### src/rtl/neuron_unit.sv
// Ising/annealing spiking neuron: holds Vmem, spin, FP16 threshold mu and a ternary coupling row Q.
// Requests a spin flip when Vmem > mu and folds network spikes into Vmem as 2*spike*J[src].
module neuron_unit #(
  parameter int FP_DATA_WIDTH   = 16,
  parameter int TEN_DATA_WIDTH  = 2,
  parameter int NUM_NEURON      = 64,
  parameter int NEURON_ID_WIDTH = 10
) (
  input  logic                                      clk,
  input  logic                                      reset_l,
  input  logic                                      en_neuron,
  input  logic                                      en_spike,
  input  logic                                      wrVmem,
  input  logic                                      wrNeuronI,
  input  logic                                      wrMu,
  input  logic                                      wrQ,
  input  logic [NEURON_ID_WIDTH-1:0]                neuronI_in,
  input  logic [FP_DATA_WIDTH-1:0]                  Vmem_in,
  input  logic [TEN_DATA_WIDTH-1:0]                 Q_in,
  input  logic [FP_DATA_WIDTH-1:0]                  mu_in,
  input  logic [TEN_DATA_WIDTH+NEURON_ID_WIDTH-1:0] spike_in,
  input  logic                                      networkDone,
  output logic [FP_DATA_WIDTH-1:0]                  mu_out,
  output logic [TEN_DATA_WIDTH-1:0]                 spike_out,
  output logic                                      neuronWrDone
);

  localparam int CNT_W = $clog2(NUM_NEURON);
  localparam int SPK_W = TEN_DATA_WIDTH + NEURON_ID_WIDTH;
  localparam logic signed [FP_DATA_WIDTH:0] VMAX = (FP_DATA_WIDTH+1)'((1 << (FP_DATA_WIDTH-1)) - 1);
  localparam logic signed [FP_DATA_WIDTH:0] VMIN = -(FP_DATA_WIDTH+1)'(1 << (FP_DATA_WIDTH-1));

  typedef enum logic [2:0] {
    IDLE    = 3'd0,
    CONFIG  = 3'd1,
    EMIT    = 3'd2,
    NETWORK = 3'd3,
    RECV1   = 3'd4,
    RECV2   = 3'd5
  } state_t;

  state_t                            state;
  logic signed [FP_DATA_WIDTH-1:0]   vmem_q;
  logic [FP_DATA_WIDTH-1:0]          mu_q;
  logic [NEURON_ID_WIDTH-1:0]        neuron_id_q;
  logic                              spin_q;
  logic [TEN_DATA_WIDTH-1:0]         q_mem [NUM_NEURON];
  logic [CNT_W-1:0]                  cnt;
  logic [SPK_W-1:0]                  spike_q;
  logic signed [2:0]                 dvmem_p1;
  logic [TEN_DATA_WIDTH-1:0]         spike_out_q;
  logic                              wr_done_q;

  logic                              fire;
  logic                              no_strobe;
  logic [NEURON_ID_WIDTH-1:0]        src_id;
  logic [TEN_DATA_WIDTH-1:0]         spk_ten;
  logic [TEN_DATA_WIDTH-1:0]         coupling;
  logic signed [1:0]                 prod;
  logic signed [FP_DATA_WIDTH:0]     vsum;

  function automatic logic signed [1:0] tern_val(input logic [TEN_DATA_WIDTH-1:0] code);
    case (code)
      2'b01:   return 2'sd1;
      2'b10:   return -2'sd1;
      default: return 2'sd0;
    endcase
  endfunction

  function automatic logic signed [FP_DATA_WIDTH-1:0] sat16(input logic signed [FP_DATA_WIDTH:0] sum);
    if (sum > VMAX) return VMAX[FP_DATA_WIDTH-1:0];
    if (sum < VMIN) return VMIN[FP_DATA_WIDTH-1:0];
    return sum[FP_DATA_WIDTH-1:0];
  endfunction

  // Exact Vmem > mu: scale |mu| by 2^24 so every finite half lands on an integer, then
  // fold the fractional part into the integer threshold (V > -(i+f) <=> V >= -i for f != 0).
  function automatic logic fp_gt(input logic signed [15:0] v, input logic [15:0] mu);
    logic [4:0]         ex;
    logic [9:0]         fr;
    logic [10:0]        mant;
    logic [4:0]         sh;
    logic [39:0]        fixed;
    logic [15:0]        ip;
    logic               fnz;
    logic signed [17:0] thr;
    logic signed [17:0] vx;
    ex    = mu[14:10];
    fr    = mu[9:0];
    mant  = {|ex, fr};
    sh    = (ex == 5'd0) ? 5'd0 : ex - 5'd1;
    fixed = {29'd0, mant} << sh;
    ip    = fixed[39:24];
    fnz   = |fixed[23:0];
    vx    = 18'(v);
    thr   = $signed({2'b00, ip});
    if (mu[15]) thr = -thr - $signed({17'd0, fnz});
    if (ex == 5'h1f) return (fr == 10'd0) && mu[15];
    return vx > thr;
  endfunction

  always_comb begin
    fire      = fp_gt(vmem_q, mu_q);
    no_strobe = !(wrVmem || wrNeuronI || wrMu || wrQ);
    src_id    = spike_q[NEURON_ID_WIDTH-1:0];
    spk_ten   = spike_q[SPK_W-1 -: TEN_DATA_WIDTH];
    coupling  = (src_id < NEURON_ID_WIDTH'(NUM_NEURON)) ? q_mem[src_id[CNT_W-1:0]] : '0;
    prod      = tern_val(spk_ten) * tern_val(coupling);
    vsum      = (FP_DATA_WIDTH+1)'(vmem_q) + (FP_DATA_WIDTH+1)'(dvmem_p1);
  end

  always_ff @(posedge clk) begin
    if (reset_l) begin
      state       <= IDLE;
      vmem_q      <= '0;
      mu_q        <= '0;
      neuron_id_q <= '0;
      spin_q      <= 1'b0;
      cnt         <= '0;
      spike_q     <= '0;
      dvmem_p1    <= '0;
      spike_out_q <= '0;
      wr_done_q   <= 1'b0;
      for (int i = 0; i < NUM_NEURON; i++) q_mem[i] <= '0;
    end else begin
      case (state)
        IDLE: begin
          if (en_neuron) state <= CONFIG;
        end
        CONFIG: begin
          if (wrVmem)    vmem_q      <= $signed(Vmem_in);
          if (wrNeuronI) neuron_id_q <= neuronI_in;
          if (wrMu)      mu_q        <= mu_in;
          if (wrQ) begin
            q_mem[cnt] <= Q_in;
            if (cnt == CNT_W'(NUM_NEURON - 1)) begin
              cnt       <= '0;
              wr_done_q <= 1'b1;
            end else begin
              cnt <= cnt + 1'b1;
            end
          end
          if (!en_neuron)                 state <= IDLE;
          else if (en_spike && no_strobe) state <= EMIT;
        end
        EMIT: begin
          spike_out_q <= fire ? (spin_q ? 2'b10 : 2'b01) : 2'b00;
          state       <= NETWORK;
        end
        NETWORK: begin
          if (networkDone) begin
            spike_q     <= spike_in;
            mu_q        <= mu_in;
            spike_out_q <= '0;
            state       <= RECV1;
          end
        end
        // stage 1: coupling lookup -> dvmem_p1, self-spike updates the spin
        RECV1: begin
          dvmem_p1 <= $signed({prod, 1'b0});
          if (src_id == neuron_id_q) begin
            if (spk_ten == 2'b01)      spin_q <= 1'b1;
            else if (spk_ten == 2'b10) spin_q <= 1'b0;
          end
          state <= RECV2;
        end
        // stage 2: saturating membrane update
        RECV2: begin
          vmem_q <= sat16(vsum);
          state  <= en_spike ? EMIT : CONFIG;
        end
        default: state <= IDLE;
      endcase
    end
  end

  assign mu_out       = mu_q;
  assign spike_out    = spike_out_q;
  assign neuronWrDone = wr_done_q;

endmodule

### config.mk
export PLATFORM = sky130hd
export DESIGN_NAME = neuron_unit
export DESIGN_NICKNAME = d
export VERILOG_FILES = /design/src/rtl/neuron_unit.sv
export SDC_FILE = /design/constraint.sdc
export NUM_CORES = 1
export LEC_CHECK = 0
export ABC_AREA = 1
export CORE_MARGIN = 2
export CORE_UTILIZATION = 40
export DETAILED_ROUTE_END_ITERATION = 16
export GPL_TIMING_DRIVEN = 0
export PLACE_DENSITY_LB_ADDON = 0.15
export SLEW_MARGIN = 20
export SYNTH_ARGS = -nofsm -noshare
export SYNTH_HDL_FRONTEND = slang
export SYNTH_SLANG_ARGS = --single-unit
### constraint.sdc
create_clock -name clk -period 6.5 [get_ports clk]
set_clock_uncertainty 0.2 [all_clocks]
set_input_delay 0.65 -clock clk [delete_from_list [all_inputs] [get_ports clk]]
set_output_delay 0.65 -clock clk [all_outputs]
set_load 0.05 [all_outputs]
# Word level (Yosys, flattened, before mapping)
# Memories as Yosys holds them, arrays and structs flattened. A register that Yosys moved wholly into a read port is not among the register bits.
# Cells that the tools add are included.
# op_classes
n_addsub	5
n_mul	1
shifts	1
n_eq_ne	17
muxes	48
order_cmp	4
n_reduce_logical	25
# op_table
op	n
$mux W16	7
$pmux W16 S2	2
$shl A11 B5 Y40	1
$mux W6	4
$reduce_or A24 Y1	1
$mux W1	19
$gt A16 B18 Y1	1
$mux W18	1
$neg A16 Y18	1
$pmux W3 S6	1
$sub A18 B2 Y18	1
$add A16 B3 Y17	1
$gt A17 B16 Y1 const B	1
$lt A17 B16 Y1 const B	1
$mux W2	6
$mux W3	4
$pmux W2 S2	3
$reduce_and A3 Y1	4
$eq A10 B10 Y1	1
$logic_not A10 Y1	1
$lt A10 B7 Y1 const B	1
$reduce_and A2 Y1	5
$ne A2 B2 Y1 const B	4
$reduce_bool A2 Y1	4
other kinds (19)	26
# word_totals
memories	1
output_inout_bits	19
reg_bits	69
ram_bits	128
in_bits	65
# memory_table
name	depth	width	read_ports	rd_ports_with_merged_regs	write_ports	line_no	text
q_mem	64	2	1	1	64	47	logic [TEN_DATA_WIDTH-1:0] q_mem [NUM_NEURON];

# Depth between registers and ports, before layout
# logic_depth
word_depth	11
ltp_mapped	46
ltp_nobuf	45

# Worst setup path after synthesis
# No wires, ideal clock.
# synth_timing
path_type	register -> register
startpoint	register mu_q[10], in the netlist mu_out[10]
endpoint	register spike_out_q[0], in the netlist spike_out[0]
path_stages_with_launch	39
slack_ns	1.005
setup_time_ns	0.070
period_less_slack_ns	5.495
arrival_ns	5.224
cell_sequence	dfxtp_1 > inv_1 > clkbuf_1 > ha_1 > nand3_4 > inv_1 > nor2_1 > inv_2 > clkbuf_1 > o211ai_1 > nand3_1 > nor2_1 > nand3_1 > nor2_1 > ha_1 > ha_1 > inv_1 > ha_1 > [... 3 more ...] > inv_1 > o21ai_0 > nand2_1 > o21ai_0 > xor2_1 > o21ai_0 > ha_1 > nand2_1 > inv_1 > o21ai_0 > nand2_1 > a21oi_1 > nand3_1 > nand2_1 > nand2_1 > o22ai_1 > nand2_1 > a21oi_1
# synth_between
elab_chain_cells	10
elab_cells_between_ends	15
cone_classes	add/sub: 3; order compare: 1; eq/ne: 1; shift: 1; mux: 6; reduce/logical: 3
# synth_rtl
item	line_no	text
from (decl)	44	logic [FP_DATA_WIDTH-1:0] mu_q;
from (signal assigned)	133	if (wrMu) mu_q <= mu_in;
from (signal assigned)	153	mu_q <= mu_in;
$sub A5 B1 Y5 or $logic_not A5 Y1 (tied branches)	91	sh = (ex == 5'd0) ? 5'd0 : ex - 5'd1;
$mux W5	91	
$shl A11 B5 Y40	92	fixed = {29'd0, mant} << sh;
$neg A16 Y18 or $reduce_or A24 Y1 (tied branches)	97, 94	
$sub A18 B2 Y18	97	if (mu[15]) thr = -thr - $signed({17'd0, fnz});
$mux W18	97	
$gt A16 B18 Y1	99	return vx > thr;
$mux W1 (*)	99	
$mux W2 (*)	147	spike_out_q <= fire ? (spin_q ? 2'b10 : 2'b01) : 2'b00;
$pmux W2 S2 (*)	126	case (state)
to (signal assigned)	147	
to (decl)	51	logic [TEN_DATA_WIDTH-1:0] spike_out_q;
# Every way passes the cells marked *; elsewhere a longest branch is shown, timed or not.
# A chain may end at the register's enable or synchronous reset.

# Final worst setup path
# Same ends and word-level chain as after synthesis.

==> flow_metrics.tcl <==
set metrics [dict create \
    min_period_ns 5.859 \
    area_growth_pct 17.35 \
    synth_compound_area_frac 0.1420 \
    netlist_instances 1674 \
    cts_resized 0 \
    drcViolationCount 0 \
    status "completed" \
    slowest_stage "dfxtp_1" \
    maxSlewViolCount 0 \
    dr.pass1.iters 8 \
    synth_fa_ha_area_frac 0.05856 \
    gp_congestion 0.9266 \
    synth_top_family_by_area "simple AND/OR/NAND/NOR gates" \
    synth-xor-area-share 0.01819 \
    grt_pass1_wl_um 64270 \
    drive_gt1_frac 0.05725 \
    fin_area_sq_mm 0.01469 \
    synth_most_common_cell "nand2_1" \
    worstPathMaxFanout 10 \
    synth_seq_cells 203 \
    h-tree-depth 1 \
    placed_area_sq_mm 0.01387 \
    startpoint_type "flip-flop" \
    synthMuxAreaShare 0 \
    fillers 3054 \
    leakagePower_uw 0.006308 \
    synth.area.top_cells "edfxtp_1 (31%), dfxtp_1 (12%), nand2_1 (12%), nor2_1 (8.1%), o21ai_0 (6.1%)" \
    rows 64 \
    cts_buffers 23 \
    netlist.area_leader.share 0.3070 \
    peakVddDrop_mv 0.1695 \
    antenna_found_initial 0 \
    path_clk_slew_ns 0.06 \
    critPathKind "flip-flop to flip-flop" \
    dp.final_hpwl_um 30930 \
    crit_path_max_incr_delay_ns 0.36 \
    synth_edf_count 128 \
    vias_per_cell 5.624 \
    netlist_top_cells_count "nand2_1 (397), nor2_1 (270), o21ai_0 (152)" \
    start_util 0.4082 \
    syn_area_per_cell_sq_um 7.480 \
    slew-limit-headroom 0.2543 \
    drtIter0Drc 1245 \
    rr_startpoint "mu_out[10]" \
    clk_path_buf_depth 3 \
    core_area_sq_mm 0.03067 \
    worstMarginPinSlew_ns 1.110 \
    hold_viol_final 0 \
    highest_layer "met4" \
    setup_viol 0 \
    gr-total-overflow 0 \
    finalSetupTns_ns 0 \
    antenna_left 0 \
    io-pin-count 84 \
    maxCapViolations 0 \
    ys.flop_type "edfxtp_1" \
    period_share 0.9014 \
    post_cts_buffers 0 \
    grt_pass1_vias 11510 \
    fmax_mhz 170.7 \
    wl_per_cell_um 19.10 \
    route.met2.wl_um 18560 \
    fin_cells 2195 \
    cp-end-kind "flip-flop" \
    synthArstFlopShare 0 \
    synth-simple-area-share 0.2926 \
    rsz0062_at_grt "no" \
    cp.required_ns 6.68 \
    synth_cell_type_count 48 \
    routed_wirelength_um 41920 \
    io_buffers 83 \
    insertedDiodeCount 0 \
    root_buffer "clkbuf_16" \
    grt_start_max_net_pins 17 \
    wl_met3_um 3666 \
    fin_nets 1905 \
    die_w_um 180.9 \
    ys_seq_area_frac 0.4269 \
    clock_sinks 203 \
    clk_latency_ns 0.55 \
    wl_met1_um 18700 \
    gr-usage-all-layers 0.2498 \
    cts_tree "built" \
    power_density_mw_per_mm2 280.0 \
    num_vias 12340 \
    crit_arrival_ns 6.04 \
    synth_warnings 0 \
    die_area_sq_mm 0.03273 \
    crit_start "mu_out[10]" \
    syn_nets 1797 \
    hp-class "flip-flop to flip-flop" \
    dieHeight_um 180.9 \
    netlist_area_sq_mm 0.01252 \
    dp_cells 2153 \
    synth_area_leader_cell "edfxtp_1" \
    cts_hold_buf 0 \
    hold_path_startpoint "neuronWrDone" \
]
[kinds of logic after synthesis]
| logic type | count (synthesis) |
|---|---|
| fa+ha+maj | 58 |
| simple gates | 868 |
| compound gates | 317 |
| flops | 203 |
| buf+inv | 202 |
| xor+xnor | 26 |
[where the power goes]
part	switching, uW	internal, uW
logic	852	420
clock network	543	807
registers	56.4	1440
[registers in the layout, summed over array words and instances, names as in the netlist, named ones only]
signal and count:
cnt 6, neuronWrDone 1, vmem_q 16, spin_q 1
state 3, neuron_id_q 10, dvmem_p1 2, mu_out 16
q_mem 128, spike_q 12, spike_out 2
[per-stage QoR]
stage	total power [uW]	hold slack, ns	setup slack (ns)	utilization
floorplan	2380	0.2437	1.005	-
global placement	2744	0.2418	0.1618	0.4515
detailed placement	2749	0.2466	0.1736	0.4521
CTS	4087	0.2538	0.1668	0.4775
global route	4332	0.2848	0.01968	0.4791
finish	4115	0.2494	0.6407	0.4791
[final timing paths]
kind | slack (ns) | to | depth (start not counted)
max | 0.64 | spike_out[0] | 37
min | 0.25 | neuronWrDone | 2
min reg2reg | 0.25 | neuronWrDone | 2
max reg2reg | 0.64 | spike_out[0] | 37
[placed cells by master, fill, tap and decap left out, types with 3 or more instances in the layout]
master / instances
bufinv_16: 3
o221ai_1: 24
ha_1: 55
inv_1: 111
dfxtp_1: 75
buf_2: 8
buf_1: 3
nand2_1: 397
clkbuf_1: 71
a21oi_1: 96
nand3_1: 120
clkinv_2: 4
o211ai_1: 9
xor2_1: 20
nor4_1: 6
a21o_1: 3
o21ai_0: 149
nor3_1: 15
nor2_2: 6
edfxtp_1: 128
nor3_2: 5
nand4_1: 19
inv_2: 11
nor3_4: 3
a31oi_1: 7
clkinv_1: 3
nand2_2: 3
nor2_1: 268
xnor2_1: 5
or2_2: 17
o21ai_1: 3
clkbuf_16: 23
o22ai_1: 9
clkbuf_8: 3
clkdlybuf4s50_1: 83
[routing by layer]
metal  global-route usage  vias up
met5                    0        -
met4              0.06677        0
met3              0.03850       78
met2               0.3936      569
met1               0.3568     5784
li1                     -     5913
[critical path, delay by kind of cell (launching register included)]
family / cells / cell delay, ns
buffers and inverters: 8 / 0.97
AND/OR/NAND/NOR: 19 / 2.28
adder cells (fa/ha/maj): 5 / 1.10
AO/OA/AOI/OAI: 5 / 0.79
flip-flops: 1 / 0.36
[final cells by class]
class / instances / area [sq um] / area share
multi-input combinational: 1269 / 6465 / 0.4400
timing repair buffer: 83 / 830.8 / 0.05654
tap: 396 / 495.5 / 0.03372
clock buffer: 31 / 635.6 / 0.04326
sequential: 203 / 5345 / 0.3638
buffer: 80 / 321.6 / 0.02189
clock inverter: 11 / 141.4 / 0.009623
inverter: 122 / 457.9 / 0.03117
(Power assumes the default switching activity.)
==> RTL change: new RTL, config.mk and constraints unchanged <==
The 6 states of `state_t` get a Gray code encoding in 3 bits.
--- a/src/rtl/neuron_unit.sv
+++ b/src/rtl/neuron_unit.sv
@@ -31,12 +31,12 @@
   localparam logic signed [FP_DATA_WIDTH:0] VMIN = -(FP_DATA_WIDTH+1)'(1 << (FP_DATA_WIDTH-1));
 
   typedef enum logic [2:0] {
-    IDLE    = 3'd0,
-    CONFIG  = 3'd1,
-    EMIT    = 3'd2,
-    NETWORK = 3'd3,
-    RECV1   = 3'd4,
-    RECV2   = 3'd5
+    IDLE    = 3'b000,
+    CONFIG  = 3'b001,
+    EMIT    = 3'b011,
+    NETWORK = 3'b010,
+    RECV1   = 3'b110,
+    RECV2   = 3'b111
   } state_t;
 
   state_t                            state;
Check against the original RTL: no difference found for any inputs over 4 cycles, from zero or initial values and one cycle with reset_l high; so few cycles prove little.
==> RTL change against the unedited design <==
- first-iteration DRC count down 7.2%
- worst setup slack worse by 0.055 ns
- design area increased by 0.56%
- largest cell class unchanged
- count of clock-buffer cells in the layout grew 1
- sequential share of layout area down 0.20 points
- maximum frequency decreased by 0.93%
- sequential cell count unchanged
- area after synthesis rose by 0.13%
- highest routed layer is now met5
- synthesized cell count shrank 0.18%
- routed wire length fell by 1.4%
- non-clock buffer count is the same
Power is not compared: it rests on default switching activity, and its combinational part moved more than twofold at a synthesized area within 25%.
==> RTL change: results <==
<?xml version="1.0" encoding="UTF-8"?>
<metrics>
  <group name="status">
    <metric name="outcome" unit="">finished clean</metric>
  </group>
  <group name="synth">
    <metric name="adder_cell_share_of_the_synthesized_area" unit="%">5.85</metric>
    <metric name="synth_sequential_area_ratio" unit="%">42.6</metric>
    <metric name="synth.cells.most_frequent" unit="">sky130_fd_sc_hd__nand2_1 (379), sky130_fd_sc_hd__nor2_1 (291), sky130_fd_sc_hd__o21ai_0 (143)</metric>
    <metric name="synth_compound_area_share" unit="%">13.5</metric>
    <metric name="synth_top_cells_by_area" unit="">sky130_fd_sc_hd__edfxtp_1 (31%), sky130_fd_sc_hd__dfxtp_1 (12%), sky130_fd_sc_hd__nand2_1 (11%), sky130_fd_sc_hd__nor2_1 (8.7%), sky130_fd_sc_hd__o21ai_0 (5.7%)</metric>
    <metric name="synth.distinct_cells" unit="">52</metric>
    <metric name="synth_xor_xnor_area_share" unit="%">1.75</metric>
    <metric name="nets_in_the_synthesized_netlist" unit="">1794</metric>
  </group>
  <group name="clock_network">
    <metric name="cts_made_buffers" unit="">24</metric>
  </group>
  <group name="final_layout">
    <metric name="final_layout_size_suffix_gt1_share" unit="%">4.95</metric>
    <metric name="num-fill-cells" unit="">3084</metric>
    <metric name="fin_nets" unit="">1903</metric>
  </group>
  <group name="grt">
    <metric name="groute.layer.met2.usage" unit="%">42.6</metric>
    <metric name="globalRouteTotalUtil" unit="%">24.8</metric>
    <metric name="met1_usage" unit="%">32.4</metric>
    <metric name="met3_usage" unit="%">3.14</metric>
    <metric name="antenna_found_initial" unit="">1</metric>
    <metric name="grt_pass1_wl" unit="um">63700</metric>
    <metric name="via_count_of_the_first_global_routing_pass" unit="">11470</metric>
  </group>
  <group name="timing">
    <metric name="tightest_slew" unit="ns">1.06</metric>
  </group>
  <group name="setup_path">
    <metric name="max_stage_delay" unit="ns">0.32</metric>
  </group>
  <group name="routing">
    <metric name="detail_route.wl_per_cell" unit="um">18.8</metric>
    <metric name="drt-initial-drc-count" unit="">1155</metric>
  </group>
  <group name="placed_design">
    <metric name="place_congestion" unit="">0.920</metric>
    <metric name="numPortBuffers" unit="">82</metric>
  </group>
</metrics>
## RTL change: routing by layer
| metal | vias up | part of all wire, % |
|---|---|---|
| li1 | 5915 | - |
| met1 | 5687 | 42 |
| met2 | 493 | 48 |
| met3 | 101 | 6.3 |
| met4 | 2 | 3.6 |
| met5 | - | 0.031 |
## RTL change: cells by family after synthesis
group | count (synthesis)
AO/OA/AOI/OAI | 303
adder cells (fa/ha/maj) | 58
XOR/XNOR | 25
buffers and inverters | 205
flip-flops | 203
AND/OR/NAND/NOR | 877
## RTL change: area by class of cell
class	count	share of cell area [%]
Tap cell	396	3.35
Buffer	80	2.26
Inverter	125	3.19
Clock buffer	32	5.06
Timing Repair Buffer	83	5.61
Sequential cell	203	36.2
Multi-Input combinational cell	1263	43.4
Clock inverter	12	0.906
## RTL change: final timing paths
kind / startpoint / end / slack [ns] / cells past startpoint
max: mu_out[10] / spike_out[0] / 0.59 / 41
min: neuronWrDone / neuronWrDone / 0.25 / 2
max reg2reg: mu_out[10] / spike_out[0] / 0.59 / 41
min reg2reg: neuronWrDone / neuronWrDone / 0.25 / 2
## RTL change: metrics by stage
| stage | area, um^2 | util (%) | cells | power, mW | worst slack [ns] |
|---|---|---|---|---|---|
| floorplan | 12500 | - | 1671 | 3.78 | 1.07 |
| global placement | 13900 | 45.1 | 2149 | 4.61 | 0.231 |
| detailed placement | 13900 | 45.1 | 2149 | 4.61 | 0.281 |
| CTS | 14700 | 47.9 | 2193 | 6.09 | 0.234 |
| global route | 14800 | 48.1 | 2194 | 6.59 | 0.00939 |
| finish | 14800 | 48.1 | 2194 | 6.15 | 0.586 |
## RTL change: what timing repair did
| action | 4_1_cts | 5_1_grt |
|---|---|---|
| endpoints found under the setup margin | 0 | 2 |
| buffers inserted | 0 | 1 |
| gates resized for setup | 0 | 11 |
